===== src/rtl/axi_split_pkg.sv =====
// Shared FSM state, burst and response codes for the AXI write burst splitter.
package axi_split_pkg;

  typedef enum logic [2:0] {
    IDLE,
    ADDR,
    DATA,
    RESP,
    BRSP
  } state_e;

  typedef enum logic [1:0] {
    BURST_FIXED = 2'b00,
    BURST_INCR  = 2'b01,
    BURST_WRAP  = 2'b10
  } burst_e;

  localparam logic [1:0] RESP_OKAY   = 2'b00;
  localparam logic [1:0] RESP_SLVERR = 2'b10;
  localparam logic [1:0] RESP_DECERR = 2'b11;

  // Response codes are ordered by severity, so the worst is the numeric max.
  function automatic logic [1:0] resp_max(input logic [1:0] a,
                                          input logic [1:0] b);
    return (a > b) ? a : b;
  endfunction

endpackage


===== src/rtl/axi_wr_burst_splitter.sv =====
// Splits upstream AXI write bursts into single-beat downstream writes,
// one outstanding at a time, merging beat responses into one upstream B.
module axi_wr_burst_splitter
  import axi_split_pkg::*;
#(
  parameter int AXI_DATA_WIDTH = 512,
  parameter int AXI_ADDR_WIDTH = 31,
  parameter int AXI_TID_WIDTH  = 1
) (
  input  logic                        clk,
  input  logic                        reset,
  input  logic                        s_axi_awvalid,
  output logic                        s_axi_awready,
  input  logic [AXI_ADDR_WIDTH-1:0]   s_axi_awaddr,
  input  logic [AXI_TID_WIDTH-1:0]    s_axi_awid,
  input  logic [7:0]                  s_axi_awlen,
  input  logic [2:0]                  s_axi_awsize,
  input  logic [1:0]                  s_axi_awburst,
  input  logic                        s_axi_wvalid,
  output logic                        s_axi_wready,
  input  logic [AXI_DATA_WIDTH-1:0]   s_axi_wdata,
  input  logic [AXI_DATA_WIDTH/8-1:0] s_axi_wstrb,
  input  logic                        s_axi_wlast,
  output logic                        s_axi_bvalid,
  input  logic                        s_axi_bready,
  output logic [AXI_TID_WIDTH-1:0]    s_axi_bid,
  output logic [1:0]                  s_axi_bresp,
  output logic                        m_axi_awvalid,
  input  logic                        m_axi_awready,
  output logic [AXI_ADDR_WIDTH-1:0]   m_axi_awaddr,
  output logic [AXI_TID_WIDTH-1:0]    m_axi_awid,
  output logic [7:0]                  m_axi_awlen,
  output logic [2:0]                  m_axi_awsize,
  output logic [1:0]                  m_axi_awburst,
  output logic                        m_axi_wvalid,
  input  logic                        m_axi_wready,
  output logic [AXI_DATA_WIDTH-1:0]   m_axi_wdata,
  output logic [AXI_DATA_WIDTH/8-1:0] m_axi_wstrb,
  output logic                        m_axi_wlast,
  input  logic                        m_axi_bvalid,
  output logic                        m_axi_bready,
  input  logic [AXI_TID_WIDTH-1:0]    m_axi_bid,
  input  logic [1:0]                  m_axi_bresp
);

  localparam int AW = AXI_ADDR_WIDTH;
  localparam logic [AW-1:0] ONE = AW'(1);

  state_e state_q, state_d;
  logic [AW-1:0] addr_q, addr_d, addr_nxt, step, wmask;
  logic [AXI_TID_WIDTH-1:0] id_q, id_d;
  logic [7:0] len_q, len_d, cnt_q, cnt_d;
  logic [2:0] size_q, size_d;
  logic [1:0] burst_q, burst_d, resp_q, resp_d;
  logic aw_hs, w_hs, b_hs, last_beat;
  logic unused_bid;

  assign unused_bid = ^m_axi_bid;

  assign aw_hs = s_axi_awvalid & s_axi_awready;
  assign w_hs = (state_q == DATA) & s_axi_wvalid & m_axi_wready;
  assign b_hs = (state_q == RESP) & m_axi_bvalid;
  assign last_beat = (cnt_q == len_q);

  // WRAP keeps the upper bits and lets the low bits roll over the window.
  assign step = ONE << size_q;
  assign wmask = ((AW'(len_q) + ONE) << size_q) - ONE;

  always_comb begin
    unique case (burst_q)
      BURST_FIXED: addr_nxt = addr_q;
      BURST_WRAP:  addr_nxt = (addr_q & ~wmask) | ((addr_q + step) & wmask);
      default:     addr_nxt = addr_q + step;
    endcase
  end

  always_ff @(posedge clk or posedge reset) begin
    if (reset) state_q <= IDLE;
    else       state_q <= state_d;
  end

  always_comb begin
    state_d = state_q;
    unique case (state_q)
      IDLE: if (aw_hs) state_d = ADDR;
      ADDR: if (m_axi_awready) state_d = DATA;
      DATA: if (w_hs) state_d = RESP;
      RESP: if (b_hs) state_d = last_beat ? BRSP : ADDR;
      BRSP: if (s_axi_bready) state_d = IDLE;
      default: state_d = IDLE;
    endcase
  end

  always_comb begin
    s_axi_awready = 1'b0;
    m_axi_awvalid = 1'b0;
    m_axi_wvalid  = 1'b0;
    s_axi_wready  = 1'b0;
    m_axi_bready  = 1'b0;
    s_axi_bvalid  = 1'b0;
    unique case (state_q)
      IDLE: s_axi_awready = ~reset;
      ADDR: m_axi_awvalid = 1'b1;
      DATA: begin
        m_axi_wvalid = s_axi_wvalid;
        s_axi_wready = m_axi_wready;
      end
      RESP: m_axi_bready = 1'b1;
      BRSP: s_axi_bvalid = 1'b1;
      default: ;
    endcase
  end

  assign m_axi_awaddr  = addr_q;
  assign m_axi_awid    = id_q;
  assign m_axi_awlen   = 8'd0;
  assign m_axi_awsize  = size_q;
  assign m_axi_awburst = BURST_INCR;
  assign m_axi_wdata   = s_axi_wdata;
  assign m_axi_wstrb   = s_axi_wstrb;
  assign m_axi_wlast   = 1'b1;
  assign s_axi_bid     = id_q;
  assign s_axi_bresp   = resp_q;

  always_comb begin
    addr_d  = addr_q;
    id_d    = id_q;
    len_d   = len_q;
    size_d  = size_q;
    burst_d = burst_q;
    cnt_d   = cnt_q;
    resp_d  = resp_q;
    if (aw_hs) begin
      addr_d  = s_axi_awaddr;
      id_d    = s_axi_awid;
      len_d   = s_axi_awlen;
      size_d  = s_axi_awsize;
      burst_d = s_axi_awburst;
      cnt_d   = 8'd0;
      resp_d  = RESP_OKAY;
    end
    // A misplaced wlast is reported as SLVERR but the burst still runs out.
    if (w_hs && (s_axi_wlast != last_beat))
      resp_d = resp_max(resp_q, RESP_SLVERR);
    if (b_hs) begin
      resp_d = resp_max(resp_q, m_axi_bresp);
      if (!last_beat) begin
        cnt_d  = cnt_q + 8'd1;
        addr_d = addr_nxt;
      end
    end
  end

  always_ff @(posedge clk or posedge reset) begin
    if (reset) begin
      addr_q  <= '0;
      id_q    <= '0;
      len_q   <= '0;
      size_q  <= '0;
      burst_q <= '0;
      cnt_q   <= '0;
      resp_q  <= RESP_OKAY;
    end else begin
      addr_q  <= addr_d;
      id_q    <= id_d;
      len_q   <= len_d;
      size_q  <= size_d;
      burst_q <= burst_d;
      cnt_q   <= cnt_d;
      resp_q  <= resp_d;
    end
  end

endmodule


===== config.mk =====
export PLATFORM = sky130hd
export DESIGN_NAME = axi_wr_burst_splitter
export DESIGN_NICKNAME = d
export VERILOG_FILES = /design/src/rtl/axi_split_pkg.sv /design/src/rtl/axi_wr_burst_splitter.sv
export SDC_FILE = /design/constraint.sdc
export NUM_CORES = 1
export LEC_CHECK = 0
export BUFFER_PORTS_ARGS = -buffer_cell sky130_fd_sc_hd__buf_2
export CORE_AREA = 4 4 483 485
export DETAILED_ROUTE_END_ITERATION = 12
export DIE_AREA = 0 0 487 489
export PLACE_DENSITY = 0.3
export SLEW_MARGIN = 10
export SYNTH_ARGS = -nofsm -noshare
export SYNTH_HDL_FRONTEND = slang
export SYNTH_SLANG_ARGS = --single-unit

===== constraint.sdc =====
create_clock -name clk -period 10.4 [get_ports clk]
set_clock_uncertainty 0.15 [all_clocks]
set_input_delay 2.08 -clock clk [delete_from_list [all_inputs] [get_ports clk]]
set_output_delay 2.08 -clock clk [all_outputs]
set_load 0.01 [all_outputs]

-- After elaboration in Yosys (flattened, before gate mapping)
Cells that the tools add are included.
- register bits after elaboration: 58
- input bits: 633
- output and inout bits: 631
- word-level logic and storage cells: 71
- $add $sub $neg: 4
- magnitude comparators: 2
- equality and inequality tests: 15
- shift operators: 2
- multiplexer cells: 25
- bitwise logic cells: 9
- reductions and logical operators: 6
- operators by type and width (operator ; count):
    31-bit two-way mux ; 3
    31-bit AND ; 2
    31-bit case mux with 2 select lines ; 1
    31-bit adder ; 1
    31-bit inverter ; 1
    31-bit bitwise OR ; 1
    1-bit by 3-bit left shift with 31-bit output, first input constant ; 1
    9-bit by 3-bit left shift with 31-bit output ; 1
    31-bit by 1-bit subtractor with 31-bit output, second input constant ; 1
    8-bit two-way mux ; 3
    3-bit two-way mux ; 6
    3-bit case mux with 5 select lines ; 1
    2-bit != test, second input constant ; 6
    2-bit two-way mux ; 5
    8-bit by 1-bit adder with 9-bit output, second input constant ; 1
    8-bit by 1-bit adder with 8-bit output, second input constant ; 1
    8-bit == test ; 1
    3-bit by 2-bit == test with 1-bit output, second input constant ; 2
    1-bit two-way mux ; 6
    3-bit != test, second input constant ; 2
    5-bit AND reduction ; 1
    1-bit AND ; 4
    3-bit by 1-bit == test with 1-bit output, second input constant ; 1
    3-bit == test, second input constant ; 1
    10 further kinds ; 10

-- Longest topological paths before layout
- depth after elaboration: 9
- mapped depth: 17
- mapped depth without buffers: 14

-- Least setup slack after synthesis
OpenSTA, ideal clock, no wires.
- path type: input to output
- from: input reset
- to: output s_axi_awready
- arrival: 2.542 ns
- required time: 8.170 ns
- path slack: 5.628 ns
- stages: 1
- buffers on the path: 0
- cell sequence: nor4_1
- cells in the longest elaborated chain, start to end: 2
- ends and longest elaborated chain (what ; RTL line ; text):
    start, declared ; axi_wr_burst_splitter.sv:11 ; input logic reset,
    1-bit inverter ; axi_wr_burst_splitter.sv:102 ; IDLE: s_axi_awready = ~reset;
    1-bit two-way mux ; axi_wr_burst_splitter.sv:101 ; unique case (state_q)
    end, declared ; axi_wr_burst_splitter.sv:13 ; output logic s_axi_awready,
Every way passes these cells.

-- Final worst setup path
Ends and elaborated chain as after synthesis.

==> results.json <==
{
  "worst_slew_pin_slew_ps": 955.1,
  "grt_antenna_before_repair": 30,
  "cp_common_cell": "buf_2",
  "relSlewSlack_pct": 36.22,
  "netlist_area_um2": 9508,
  "p_total_w": 0.002331,
  "synthTopCellsByArea": "buf_4, dfrtp_1, nand2_1",
  "clock.fmax_mhz": 192.8,
  "required_ps": 8170,
  "drtAntennaViolNets": 0,
  "whs_ps": 384.1,
  "numPortBuffers": 99,
  "dpl_worst_slack_ps": 5234,
  "path_cells": "buf_2, nor4_1, buf_2",
  "critPathMaxFanout": 3,
  "p_leak_nw": 2.664,
  "cap_violations": 0,
  "io_pins": 1264,
  "cts.clk_slew.worst_paths_ps": 50,
  "final.setup.tns_ps": 0,
  "slowest_stage": "nor4_1",
  "synth-seq-area-share_pct": 15.27,
  "cts_hold_buf": 0,
  "hold_class": "register to register",
  "grt_pass1_wl_mm": 124.4,
  "hold_viol_final": 0,
  "ir_worst_vdd_uv": 86.59,
  "initial_core_util_pct": 4.148,
  "clk_latency_ps": 380,
  "globalRouteTotalUtil_pct": 8.769,
  "first_iter_violations": 351,
  "drtPass1Iterations": 4,
  "rsz0062_at_grt": "false",
  "rows": 176,
  "clockRootBuffer": "clkbuf_16",
  "critPathTopFamily": "simple AND/OR/NAND/NOR gates",
  "die-height_um": 489,
  "path_buf_inv": 2,
  "synthCells": 1248,
  "coreArea_um2": 229200,
  "setup_violations": 0,
  "cts.sink_count": 58,
  "synth.ff_latch_count": 58,
  "gp_congestion": 0.6999,
  "drc": 0,
  "ys.flop_type": "dfrtp_1",
  "layout_setup_ws_ps": 5213,
  "synthDistinctLibCells": 81,
  "fin_nets": 1395,
  "grt_pass1_vias": 6701,
  "placed_area_um2": 9320,
  "areaGrowthSynthToFinish_pct": 1.816,
  "slowest_delay_ps": 510,
  "synth-edff-count": 0,
  "power.density_nw_per_um2": 240.8,
  "viasPerCell": 1.756,
  "cp.arrival_ps": 2960,
  "yosys.area.top_type": "buf_4",
  "worstSetupPathType": "input pin to primary output",
  "grt.overflow.total": 0,
  "ys.warnings.count": 0,
  "cts_max_path_buffers": 2,
  "totalWireLength_mm": 109.3,
  "min_period_ps": 5187,
  "num_vias": 6643,
  "fin_area_um2": 9681,
  "ctsResizeCount": 0,
  "finalMaxSlewViolations": 0,
  "post-cts-setup-buffers": 0,
  "async_flop_share_pct": 100.0,
  "grt_start_max_net_pins": 44,
  "status": "finished, final reports clean",
  "synth.avg_cell_area_um2": 7.618,
  "worstSetupEndpointType": "primary output",
  "synth_top_cell_area_share_pct": 46.43,
  "drive_gt1_share_pct": 20.05,
  "dp_hpwl_mm": 99.73,
  "die_area_um2": 238100,
  "die_w_um": 487,
  "crit_path_start_kind": "input pin",
  "wl_per_cell_um": 28.88,
  "fin_crit_sh_pct": 49.88,
  "numCtsBuffers": 9,
  "cts_htree_levels": 3,
  "cts_tree": "built"
}
## where the power goes
group	total, W	internal (W)	switching (W)
sequential	0.000528	0.000321	0.000207
clock	0.000383	0.000237	0.000146
combinational	0.00142	0.000519	0.000901
total	0.00233	0.00108	0.00125
## layout by cell type (no fill, tap or decap), types with 6 or more instances in the layout
master / instances
ha_1: 13
a21o_1: 10
buf_4: 10
and3_1: 8
or3_1: 10
nand2b_1: 7
dfrtp_1: 58
inv_1: 20
xnor2_1: 29
clkbuf_16: 9
buf_2: 99
nor2_1: 52
o21ai_1: 6
nor3_1: 15
o31ai_1: 9
and2_1: 9
a22o_1: 7
xor2_1: 8
a21oi_1: 44
o22ai_1: 11
conb_1: 11
nand4_1: 14
nand3_1: 24
o221ai_1: 6
nand2_1: 99
o21ai_0: 47
## Yosys cell counts (5+ instances only)
library cell / number
buf_4: 588
nand2_1: 100
dfrtp_1: 58
nor2_1: 53
o21ai_0: 47
a21oi_1: 44
xnor2_1: 29
clkbuf_1: 26
nand3_1: 24
inv_1: 21
nor3_1: 15
nand4_1: 14
ha_1: 13
o22ai_1: 11
a21o_1: 10
and2_1: 10
buf_2: 10
or3_1: 10
o31ai_1: 9
and3_1: 8
xor2_1: 8
a22o_1: 7
nand2b_1: 7
o21ai_1: 7
o221ai_1: 6
a211oi_1: 5
a31oi_1: 5
a32o_1: 5
nor3b_1: 5
## cell type report
cell class | instances | area [µm²]
diodes | 4 | 10.01
clock buffers | 9 | 225.2
clock inverters | 7 | 125.1
fillers | 27180 | 219600
inverters | 22 | 82.58
multi-input cells | 548 | 3430
flip-flops and latches | 58 | 1451
well taps | 3026 | 3786
repair buffers | 109 | 570.5
## worst paths after layout
kind	cells past startpoint	endpoint	slack, ps	startpoint
max	3	s_axi_awready	5210	reset
min	1	cnt_q[7]	380	cnt_q[7]
max reg2reg	10	register	5710	m_axi_awsize[0]
min reg2reg	1	cnt_q[7]	380	cnt_q[7]
max in group asynchronous	3	asynchronous set/reset pin	7400	reset
min in group asynchronous	2	state_q[1]	1620	reset
## worst reg2reg max path, stage by stage, from the launching register on
cell and delay (ps):
dfrtp_1 880, inv_1 520, a211oi_2 400, nor3_1 110
a22o_1 360, o32ai_4 410, nand3_1 290, nor3_1 510
nand2b_1 480, and2_1 330, o221a_1 210
## metrics by stage
step | utilization (%) | std cells
CTS | 4.219 | 3779
global route | 4.219 | 3779
finish | 4.223 | 3783
detailed placement | 4.066 | 3763
global placement | 4.066 | 3763
floorplan | - | 1257
## layer usage
metal	part of all wire [%]	global-route usage (%)	vias to the layer above
met5	0	0	-
met4	8.0	5.983	0
met2	44	13.73	826
met1	15	3.729	2838
li1	-	-	2600
met3	33	13.48	379
## cell families after synthesis
kind of cell | after synthesis | share of synthesized area, %
AOI/OAI and AO/OA | 211 | 15.46
xor gates and xnor gates | 37 | 3.408
adders and majority gates | 14 | 1.921
buffers and inverters | 651 | 49.20
DFF | 58 | 15.27
muxes | 3 | 0.4869
other | 2 | 0.07899
and+or+nand+nor | 272 | 14.17
Power figures use the tool's default switching activity.
